## src/rtl/eth_rx_frame_admit_ctrl.sv

```systemverilog
// eth_rx_frame_admit_ctrl: write-side admission control for the RX frame queue.
// Beats from a non-back-pressurable MAC stream are written to the queue in the
// cycle they arrive. A clean frame is committed with q_confirm. A frame that
// errors, overflows the queue or runs too long is rolled back with q_erase, and
// its remaining beats are discarded.
// Optional build macro: ETH_RX_ADMIT_RUNT_FILTER_EN erases single-beat frames.
module eth_rx_frame_admit_ctrl #(
    parameter int DATA_W    = 512,
    parameter int KEEP_W    = DATA_W/8,
    parameter int MAX_BEATS = 190,
    parameter int CNT_W     = 32
) (
    input  logic                       clk,
    input  logic                       rst,
    input  logic [DATA_W-1:0]          s_tdata,
    input  logic [KEEP_W-1:0]          s_tkeep,
    input  logic                       s_tvalid,
    input  logic                       s_tlast,
    input  logic                       s_tuser,
    output logic [DATA_W+KEEP_W:0]     q_din,
    output logic                       q_write,
    output logic                       q_confirm,
    output logic                       q_erase,
    input  logic                       q_full,
    output logic [CNT_W-1:0]           frames_ok,
    output logic [CNT_W-1:0]           frames_drop,
    output logic                       busy
);

    localparam int BCW = $clog2(MAX_BEATS+1);
    localparam logic [BCW-1:0] MAX_CNT = BCW'(MAX_BEATS);

`ifdef ETH_RX_ADMIT_RUNT_FILTER_EN
    localparam bit RUNT_EN = 1'b1;
`else
    localparam bit RUNT_EN = 1'b0;
`endif

    typedef enum logic [1:0] {IDLE, STORE, DROP} state_t;

    state_t         state, state_nxt;
    logic [BCW-1:0] beat_cnt, cnt_nxt;
    logic           inc_ok, inc_drop;
    logic           bad_end;

    // Queue word is the raw beat; no data latency.
    assign q_din = {s_tlast, s_tkeep, s_tdata};
    assign busy  = (state != IDLE);

    // A written last beat is bad if flagged by the MAC or, when filtering, too short.
    assign bad_end = s_tuser || (RUNT_EN && (cnt_nxt < BCW'(2)));

    // Next-state, queue strobes and counter increments.
    always_comb begin
        state_nxt = state;
        cnt_nxt   = beat_cnt;
        q_write   = 1'b0;
        q_confirm = 1'b0;
        q_erase   = 1'b0;
        inc_ok    = 1'b0;
        inc_drop  = 1'b0;
        if (!rst && s_tvalid) begin
            unique case (state)
                IDLE: begin
                    if (q_full) begin
                        // Nothing written yet, so nothing to roll back.
                        inc_drop = 1'b1;
                        if (!s_tlast) state_nxt = DROP;
                    end else begin
                        q_write = 1'b1;
                        cnt_nxt = BCW'(1);
                        if (s_tlast) begin
                            if (bad_end) begin
                                q_erase  = 1'b1;
                                inc_drop = 1'b1;
                            end else begin
                                q_confirm = 1'b1;
                                inc_ok    = 1'b1;
                            end
                        end else begin
                            state_nxt = STORE;
                        end
                    end
                end
                STORE: begin
                    if (q_full || beat_cnt == MAX_CNT) begin
                        q_erase   = 1'b1;
                        inc_drop  = 1'b1;
                        state_nxt = s_tlast ? IDLE : DROP;
                    end else begin
                        q_write = 1'b1;
                        cnt_nxt = beat_cnt + 1'b1;
                        if (s_tlast) begin
                            state_nxt = IDLE;
                            if (bad_end) begin
                                q_erase  = 1'b1;
                                inc_drop = 1'b1;
                            end else begin
                                q_confirm = 1'b1;
                                inc_ok    = 1'b1;
                            end
                        end
                    end
                end
                DROP: begin
                    if (s_tlast) state_nxt = IDLE;
                end
                default: state_nxt = IDLE;
            endcase
        end
    end

    // State, beat count and statistics registers.
    always_ff @(posedge clk) begin
        if (rst) begin
            state       <= IDLE;
            beat_cnt    <= '0;
            frames_ok   <= '0;
            frames_drop <= '0;
        end else begin
            state    <= state_nxt;
            beat_cnt <= cnt_nxt;
            if (inc_ok)   frames_ok   <= frames_ok + CNT_W'(1);
            if (inc_drop) frames_drop <= frames_drop + CNT_W'(1);
        end
    end

endmodule

```

## config.mk

```make
export PLATFORM = sky130hd
export DESIGN_NAME = eth_rx_frame_admit_ctrl
export DESIGN_NICKNAME = d
export VERILOG_FILES = /design/src/rtl/eth_rx_frame_admit_ctrl.sv
export SDC_FILE = /design/constraint.sdc
export NUM_CORES = 1
export LEC_CHECK = 0
export CAP_MARGIN = 20
export CORE_AREA = 2 2 475 477
export DETAILED_ROUTE_END_ITERATION = 12
export DIE_AREA = 0 0 477 479
export PLACE_DENSITY = 0.3
export SYNTH_ARGS = -nofsm -noshare
export SYNTH_HDL_FRONTEND = slang
export SYNTH_SLANG_ARGS = --single-unit
```

## constraint.sdc

```tcl
create_clock -name clk -period 3.2 [get_ports clk]
set_input_delay 0.48 -clock clk [delete_from_list [all_inputs] [get_ports clk]]
set_output_delay 0.48 -clock clk [all_outputs]
set_load 0.1 [all_outputs]
```

## Word-level counts from Yosys, hierarchy flattened

Cells that the tools add are included.

- $add $sub $neg: 3
- Equal/unequal tests: 6
- Muxes and demuxes: 29
- Reductions and logical operators: 8

Operators by type and width:

| operator | count |
|---|---|
| 32-bit by 1-bit adder with 32-bit output (second input constant) | 2 |
| 8-bit two-way mux | 2 |
| 8-bit one-hot mux with 2 select lines | 1 |
| 1-bit two-way mux | 15 |
| 2-bit two-way mux | 6 |
| 8-bit by 1-bit adder with 8-bit output (second input constant) | 1 |
| 8-bit equality test (second input constant) | 1 |
| 1-bit one-hot mux with 2 select lines | 4 |
| 2-bit inequality test (second input constant) | 3 |
| 2-bit one-hot mux with 3 select lines | 1 |
| 4-bit AND reduction | 1 |
| 2-bit nonzero test | 2 |
| 2-bit by 1-bit equality test with 1-bit output (second input constant) | 1 |
| 2-bit equality test (second input constant) | 1 |
| 2-bit logical NOT | 1 |
| 2-bit AND reduction | 1 |
| 1-bit logical AND | 1 |
| 1-bit logical NOT | 1 |
| 1-bit logical OR | 1 |

- Register bits: 74
- Input bits: 582
- Output and inout bits: 645
- Logic and storage cells: 50

## Logic depth before layout (Yosys ltp)

Gate-level depths: netlist of run 1.

- Word-level depth: 5
- Mapped depth: 9
- Mapped depth without buffers: 8

## Least setup slack after synthesis of run 1

Ideal clock, no wire load.

- Path type: input port to flip-flop
- From: input q_full
- To: register frames_ok[2]
- Setup time: 0.067 ns
- Data arrival time: 3.710 ns
- Data required time: 3.133 ns
- Slack: -0.577 ns
- Stages on the path: 6
- Buffers on the path: 1
- Cells stage by stage: or4b_1 clkbuf_1 a2111oi_2 nand2_1 xor2_1 nor2_1

- Word-level cells in the longest chain between the ends: 4
- Elaborated cells between the ends (all ways): 5
- Classes of those cells: mux: 4; reduce/logical: 1

RTL lines:

| element | RTL line | source |
|---|---|---|
| start, declared | 24 | `input logic q_full,` |
| 1-bit logical OR | 86 | `if (q_full \|\| beat_cnt == MAX_CNT) begin` |
| 1-bit two-way mux | -- |  |
| 1-bit one-hot mux with 2 select lines (*) | -- |  |
| 1-bit two-way mux (*) | -- |  |
| via q_confirm | 22 | `output logic q_confirm,` |
| end signal, assigned | 123 | `if (inc_ok) frames_ok <= frames_ok + CNT_W'(1);` |
| end, declared | 25 | `output logic [CNT_W-1:0] frames_ok,` |

The timed path passes the listed nets; every way through them passes the cells marked *.
A chain may end at the register's enable or synchronous reset.

## Worst setup path after layout of run 1

- From: register beat_cnt[2]
- To: output q_erase

- Word-level cells in the longest chain between the ends: 5

RTL lines:

| element | RTL line | source |
|---|---|---|
| start, declared | 42 | `logic [BCW-1:0] beat_cnt, cnt_nxt;` |
| start signal, assigned | 122 | `beat_cnt <= cnt_nxt;` |
| 8-bit equality test | 86 |  |
| 1-bit logical OR | 86 |  |
| 1-bit two-way mux | 86 |  |
| 1-bit one-hot mux with 2 select lines | 63 | `unique case (state)` |
| 1-bit two-way mux | 62 | `if (!rst && s_tvalid) begin` |
| end, declared | 23 | `output logic q_erase,` |

No other way between the ends.

==> qor_table.md, run 1 <==
| Item | This run | Unit |
| --- | --- | --- |
| Status | finished clean | - |
| First-pass GRT wire length | 125 | mm |
| Number of clock sinks | 74 | - |
| IR Drop Worst-Case VDD | 0.287 | mV |
| Vias after detailed routing | 4688 | - |
| Overall Global Routing Usage | 0.0957 | - |
| IO Pins | 1227 | - |
| Starting density of the core | 0.0354 | - |
| Die H | 479 | µm |
| Largest buffer count on any clock path | 2 | - |
| Largest net degree at the start of global routing | 50 | - |
| Clock network latency to the later pin of the worst-skew pair | 0.42 | ns |
| Uppermost routed layer | met5 | - |
| Share of total power consumed by net switching | 0.314 | - |
| Arrival @ worst endpoint | 2.48 | ns |
| Die boundary width | 477 | µm |
| Critical-path maximum fanout | 5 | - |
| Mean Syn Cell Area | 7.85 | µm² |
| Register bit count reported by yosys | 74 | - |
| Post-synth EDFFs | 0 | - |
| Buffers on Ports | 74 | - |
| Overall power of the completed layout | 2.30 | mW |
| Clk slew on worst S/H paths | 0.10 | ns |
| Crit path largest cell delay | 0.50 | ns |
| Cell internal power dissipation | 1.58 | mW |
| TritonCTS buffer count | 9 | - |
| Post-synth cell types | 43 | - |
| Final setup TNS | 0 | ns |
| Post-DR wirelength/cell | 32.3 | µm |
| Relative contribution of the clock network to total power | 0.540 | - |
| Wire length on met3 | 44.2 | mm |
| Final-report setup violation count | 0 | - |
| Yosys warning count | 0 | - |
| Hold crit path type | input port to register | - |
| Vias in the first global route | 4678 | - |
| Net load switching power | 0.722 | mW |
| Area Growth Syn to Fin | 6.11 | % |
| Area taken by flip-flops and latches | 0.00148 | mm² |
| Yosys top cell by area | sky130_fd_sc_hd__buf_4 | - |
| Most used flip-flop cell after synthesis | sky130_fd_sc_hd__dfxtp_1 | - |
| Cell types with the largest area share after synthesis | sky130_fd_sc_hd__buf_4 (55%), sky130_fd_sc_hd__dfxtp_1 (19%), sky130_fd_sc_hd__xor2_1 (3.0%), sky130_fd_sc_hd__nor2_1 (2.8%), sky130_fd_sc_hd__nand4_1 (2.1%) | - |
| Drt via density | 1.33 | - |
| Cell type group with the largest total delay on the critical path | simple AND/OR/NAND/NOR gates | - |
| Slowest-stage cell, CP | sky130_fd_sc_hd__nor3_1 | - |
| Max-Cap Viols | 0 | - |
| Syn Inst Count | 1007 | - |
| Post-CTS Setup Repair Bufs | 0 | - |
| Top cell types by occurrence after synthesis | sky130_fd_sc_hd__buf_4 (577), sky130_fd_sc_hd__dfxtp_1 (74), sky130_fd_sc_hd__nor2_1 (58) | - |
| Required time of the worst setup path | 2.72 | ns |
| Post-CTS Hold Fix Bufs | 0 | - |
| Setup repair after global routing missed its margin | false | - |
| Number of rows in the core area | 174 | - |
| Static Leakage | 1.75 | nW |
| Met1 wire length | 10.9 | mm |
| Sequential fraction of the synthesis area | 0.187 | - |
| CP Class | register to output pin | - |
| Endpoints failing hold | 0 | - |
| Final Instance Area | 0.00839 | mm² |
| Fraction of layout instances using a drive strength above 1 | 0.236 | - |
| Sequential share of power | 0.404 | - |
| Worst setup SP type | register | - |
| TritonCTS clock tree | yes | - |
| Final GP Congestion | 0.713 | - |
| Final worst clock skew | 0.0395 | ns |
| Type of destination of the critical path | output pin | - |
| Tightest slew margin relative to the limit | 0.459 | - |
| DRC marker count from the first detailed-route iteration | 181 | - |
| CTS Root Cell | sky130_fd_sc_hd__clkbuf_16 | - |
| Core footprint | 0.224 | mm² |
| Most Frequent Cell on Critical Path | sky130_fd_sc_hd__buf_4 | - |
| PwrDens | 274 | mW/mm² |
| Dpl cell area | 0.00808 | mm² |
| Detailed-router iteration count before antenna repair | 4 | - |
| Initial antenna violation count | 1 | - |
| Total Die Area | 0.228 | mm² |
| Total gr overflow | 0 | - |
| ANT nets after route | 0 | - |
| Critical-path cell list | nand4_1 -> nor3_1 -> o21ai_0 -> buf_4 -> a21oi_1 -> buf_4 -> buf_12 | - |
| Synth top area share | 0.548 | - |
| Actual transition at the worst max-transition pin | 0.811 | ns |
| Register-to-register setup slack | 0.56 | ns |
| Aggregate routed wire length | 114 | mm |
| Area of combinational cells with multiple inputs | 0.00199 | mm² |
| Library cell with the highest instance count after synthesis | sky130_fd_sc_hd__buf_4 | - |
| Summed instance area of the synthesized netlist | 0.00791 | mm² |
| Fraction of registers with async set or reset after synthesis | 0 | - |
| Met2 wire len | 51.9 | mm |
| Fin crit period | 2.96 | ns |
| Number of resized instances in the post-cts repair step | 0 | - |
| Final worst-path cycle share | 0.923 | - |
| Maximum achievable frequency | 338 | MHz |
| Fin nets | 1106 | - |
| Number of DRC violations after detailed routing | 0 | - |
| Sum of net half-perimeters after detailed placement | 106 | mm |
| Number of H-tree levels | 3 | - |
| Post-synthesis net count | 1593 | - |
| Pins Over Slew Limit | 0 | - |
| Fill count | 26600 | - |
| Combinational power share | 0.056 | - |
| Number of buffers and inverters on the critical path | 3 | - |
## final cells by class
class / count / area share
well taps: 2992 / 0.446
clock buffers: 9 / 0.0268
diodes: 1 / 0.000298
flip-flops and latches: 74 / 0.177
multi-input cells: 325 / 0.237
clock inverters: 7 / 0.00984
repair buffers: 99 / 0.0984
inverters: 11 / 0.00492
## sequential cells by signal, summed over array words and instances (netlist names)
signal,flops
beat_cnt,8
frames_drop,32
frames_ok,32
state,2
## cell usage in the layout (no fill, tap or decap), types with 2 or more instances in the layout
cell | synthesis | layout
sky130_fd_sc_hd__nand4_1 | 27 | 27
sky130_fd_sc_hd__dfxtp_1 | 74 | 74
sky130_fd_sc_hd__or4_1 | 6 | 6
sky130_fd_sc_hd__and4_1 | 6 | 6
sky130_fd_sc_hd__xnor2_1 | 18 | 18
sky130_fd_sc_hd__inv_1 | 11 | 11
sky130_fd_sc_hd__and3_1 | 4 | 4
sky130_fd_sc_hd__clkdlybuf4s50_1 | 0 | 4
sky130_fd_sc_hd__nand4b_1 | 3 | 3
sky130_fd_sc_hd__clkbuf_16 | 0 | 9
sky130_fd_sc_hd__nor3_1 | 13 | 13
sky130_fd_sc_hd__nor4_1 | 8 | 7
sky130_fd_sc_hd__a21oi_1 | 28 | 28
sky130_fd_sc_hd__nand3b_1 | 3 | 3
sky130_fd_sc_hd__buf_4 | 577 | 88
sky130_fd_sc_hd__nor2b_1 | 2 | 2
sky130_fd_sc_hd__mux2i_1 | 3 | 3
sky130_fd_sc_hd__clkinvlp_4 | 0 | 2
sky130_fd_sc_hd__or3_1 | 16 | 16
sky130_fd_sc_hd__xor2_1 | 27 | 27
sky130_fd_sc_hd__inv_6 | 0 | 3
sky130_fd_sc_hd__nand2_1 | 25 | 25
sky130_fd_sc_hd__nor2_1 | 58 | 58
sky130_fd_sc_hd__buf_12 | 0 | 6
sky130_fd_sc_hd__nor4b_1 | 2 | 2
sky130_fd_sc_hd__o21ai_0 | 17 | 17
sky130_fd_sc_hd__mux2_2 | 2 | 2
sky130_fd_sc_hd__ha_1 | 4 | 4
sky130_fd_sc_hd__nor3b_1 | 2 | 2
sky130_fd_sc_hd__or2_2 | 4 | 4
sky130_fd_sc_hd__nand3_1 | 29 | 29
sky130_fd_sc_hd__o31ai_1 | 5 | 5
## per-stage QoR
stage / util / cells / setup slack, ns / hold slack, ns
floorplan: - / 1007 / 0.135 / 0.467
global placement: 0.0361 / 3501 / 0.196 / 0.494
detailed placement: 0.0361 / 3501 / 0.240 / 0.501
CTS: 0.0375 / 3517 / 0.0645 / 0.436
global route: 0.0375 / 3518 / 0.0160 / 0.465
finish: 0.0375 / 3518 / 0.245 / 0.452
## power by group through the flow
stage	clock, mW	sequential (mW)	combinational [mW]
floorplan	0	0.961	3.46
finish	1.24	0.931	0.130
CTS	1.36	0.931	0.139
global route	1.34	0.932	0.142
detailed placement	0	0.953	0.138
global placement	0	0.953	0.138
## cells by family (layout without fill, tap and decap cells)
kind of cell | after synthesis | count (layout) | share of synthesized area
xor gates and xnor gates | 45 | 45 | 0.0498
adders and majority gates | 4 | 4 | 0.00633
AOI/OAI and AO/OA | 57 | 57 | 0.0415
and+or+nand+nor | 214 | 214 | 0.144
buffers and inverters | 608 | 126 | 0.564
DFF | 74 | 74 | 0.187
muxes | 5 | 5 | 0.00665
other | 0 | 1 | 0
## path summary, 6_finish.rpt
check,start,end,cells past startpoint
max,beat_cnt[2],q_erase,7
min,rst,frames_ok[1],2
max reg2reg,beat_cnt[1],frames_drop[12],7
min reg2reg,frames_drop[24],frames_drop[24],2
## per-layer routing
layer | global-route usage | vias to the layer above
met3 | 0.174 | 232
li1 | - | 1728
met4 | 0.0516 | 8
met1 | 0.0257 | 1826
met5 | 0.00849 | -
met2 | 0.154 | 894
No activity file was read; power rests on OpenSTA's default activity.
==> inputs of run 2 (changes only) <==
- CORE_AREA: 2 2 475 477 -> 2 2 481 483
- DIE_AREA: 0 0 477 479 -> 0 0 483 485
- clock period: 3.2 -> 3.39 ns (I/O delays scaled with it)
==> run 2 against run 1 <==
Net effect: clock skew fell by 0.031 ns; via count fell by 2.5%; final area increased by 0.31%; cell count grew 0.57%; sequential power shrank 5.6%; global-route usage grew 0.10 points; worst hold slack gained 0.045 ns; critical path depth decreased by 2; critical endpoint is now q_confirm; largest cell class unchanged.
==> qor_table.md, run 2 (synthesis gave the netlist of run 1 again) <==
| Item | This run | Unit |
| --- | --- | --- |
| Number of rows in the core area | 176 | - |
| CTS Root Cell | sky130_fd_sc_hd__clkbuf_16 | - |
| Maximum achievable frequency | 332 | MHz |
| Core footprint | 0.229 | mm² |
| Total Die Area | 0.234 | mm² |
| Sequential share of power | 0.410 | - |
| Net load switching power | 0.501 | mW |
| Initial antenna violation count | 3 | - |
| Final-report setup violation count | 0 | - |
| Area Growth Syn to Fin | 6.44 | % |
| Fin crit period | 3.01 | ns |
| PwrDens | 255 | mW/mm² |
| Share of total power consumed by net switching | 0.233 | - |
| Combinational power share | 0.056 | - |
| Largest net degree at the start of global routing | 63 | - |
| Arrival @ worst endpoint | 2.50 | ns |
| Final GP Congestion | 0.767 | - |
| Status | finished clean | - |
| Number of clock sinks | 74 | - |
| Worst-case setup slack after placement | 0.381 | ns |
| Fin nets | 1093 | - |
| Sum of net half-perimeters after detailed placement | 112 | mm |
| Hold crit path type | register to register | - |
| Worst setup SP type | input port | - |
| First-pass GRT wire length | 130 | mm |
| ANT nets after route | 0 | - |
| Die H | 485 | µm |
| Pins Over Slew Limit | 0 | - |
| Fill count | 27200 | - |
| Clk slew on worst S/H paths | 0.06 | ns |
| Post-CTS Setup Repair Bufs | 0 | - |
| Post-DR wirelength/cell | 33.3 | µm |
| Detailed-router iteration count before antenna repair | 5 | - |
| Critical-path cell list | clkdlybuf4s50_1 -> or4b_1 -> buf_4 -> a2111oi_4 -> buf_12 | - |
| Post-route worst setup slack | 0.382 | ns |
| Required time of the worst setup path | 2.88 | ns |
| Max-Cap Viols | 0 | - |
| IR Drop Worst-Case VDD | 0.213 | mV |
| Overall power of the completed layout | 2.15 | mW |
| Die boundary width | 483 | µm |
| Total gr overflow | 0 | - |
| IO Pins | 1227 | - |
| TritonCTS clock tree | yes | - |
| Relative contribution of the clock network to total power | 0.535 | - |
| Buffers on Ports | 74 | - |
| Number of H-tree levels | 3 | - |
| Clock network latency to the later pin of the worst-skew pair | 0.35 | ns |
| DRC marker count from the first detailed-route iteration | 176 | - |
| Endpoints failing hold | 0 | - |
| Final worst-path cycle share | 0.887 | - |
| Drt via density | 1.29 | - |
| Static Leakage | 1.64 | nW |
| Cell type group with the largest total delay on the critical path | buffers and inverters | - |
| Cell internal power dissipation | 1.65 | mW |
| Tightest slew margin relative to the limit | 0.332 | - |
| Post-CTS Hold Fix Bufs | 0 | - |
| Minimum hold slack | 0.497 | ns |
| Vias after detailed routing | 4571 | - |
| Leading cell type in the layout, fill and taps excluded | sky130_fd_sc_hd__dfxtp_1 | - |
| Final worst clock skew | 0.00881 | ns |
| Setup repair after global routing missed its margin | false | - |
| TritonCTS buffer count | 9 | - |
| Number of buffers and inverters on the critical path | 3 | - |
| Starting density of the core | 0.0345 | - |
| Fraction of layout instances using a drive strength above 1 | 0.154 | - |
| Largest buffer count on any clock path | 2 | - |
| Type of destination of the critical path | output pin | - |
| Slowest-stage cell, CP | sky130_fd_sc_hd__or4b_1 | - |
| Final setup TNS | 0 | ns |
| Largest registers in the final layout | frames_drop (32), frames_ok (32), beat_cnt (8) | - |
| Overall Global Routing Usage | 0.0968 | - |
| Number of resized instances in the post-cts repair step | 0 | - |
| Number of DRC violations after detailed routing | 0 | - |
| Actual transition at the worst max-transition pin | 0.998 | ns |
| Post-Layout Cell Count | 3538 | - |
| Crit path largest cell delay | 0.57 | ns |
| CP Class | input port to output pin | - |
| Top library cells by usage in the layout, fill and taps aside | sky130_fd_sc_hd__dfxtp_1 (74), sky130_fd_sc_hd__nor2_1 (58), sky130_fd_sc_hd__buf_4 (47) | - |
| Aggregate routed wire length | 118 | mm |
| Count of inserted antenna diode cells | 0 | - |
| Critical-path maximum fanout | 8 | - |
| Placed cell count | 3522 | - |
| Vias in the first global route | 4584 | - |
[run 2: final timing paths]
path / startpoint / endpoint / slack [ns] / depth (start not counted)
max reg2reg: beat_cnt[0] / frames_ok[13] / 0.92 / 8
min: frames_drop[31] / frames_drop[31] / 0.50 / 2
max: q_full / q_confirm / 0.38 / 5
min reg2reg: frames_drop[31] / frames_drop[31] / 0.50 / 2
[run 2: tightest hold or removal path, delay by kind of cell (launching register included)]
family | cells | cell delay [ns]
compound gates | 2 | 0.13
flops | 1 | 0.32
[run 2: metal layers]
metal	up-vias	track usage	routed length [µm]
met1	1746	0.0275	11600
met5	-	0.00327	137
met3	241	0.171	44600
li1	1691	-	-
met4	8	0.0360	5080
met2	885	0.165	56500
[run 2: final cells by class]
type                            count  area (µm²)  area share
Sequential cell                    74        1480       0.176
Tap cell                         3026        3790       0.450
Clock inverter                      6         113      0.0134
Clock buffer                       10         239      0.0284
Timing Repair Buffer               86         778      0.0925
Inverter                           11        41.3     0.00491
Multi-Input combinational cell    325        1980       0.235
[run 2: metrics by stage]
step / utilization / instance area, µm²
2_1_floorplan: - / 7920
3_3_place_gp: 0.0352 / 8070
3_5_place_dp: 0.0352 / 8070
4_1_cts: 0.0368 / 8420
5_1_grt: 0.0368 / 8420
6_report: 0.0368 / 8420
[run 2: power by group through the flow]
stage	Clock, mW	Sequential [mW]	Combinational, mW
global placement	0	0.899	0.128
detailed placement	0	0.899	0.128
CTS	1.19	0.879	0.128
finish	1.15	0.879	0.119
floorplan	0	0.907	3.27
global route	1.24	0.879	0.130
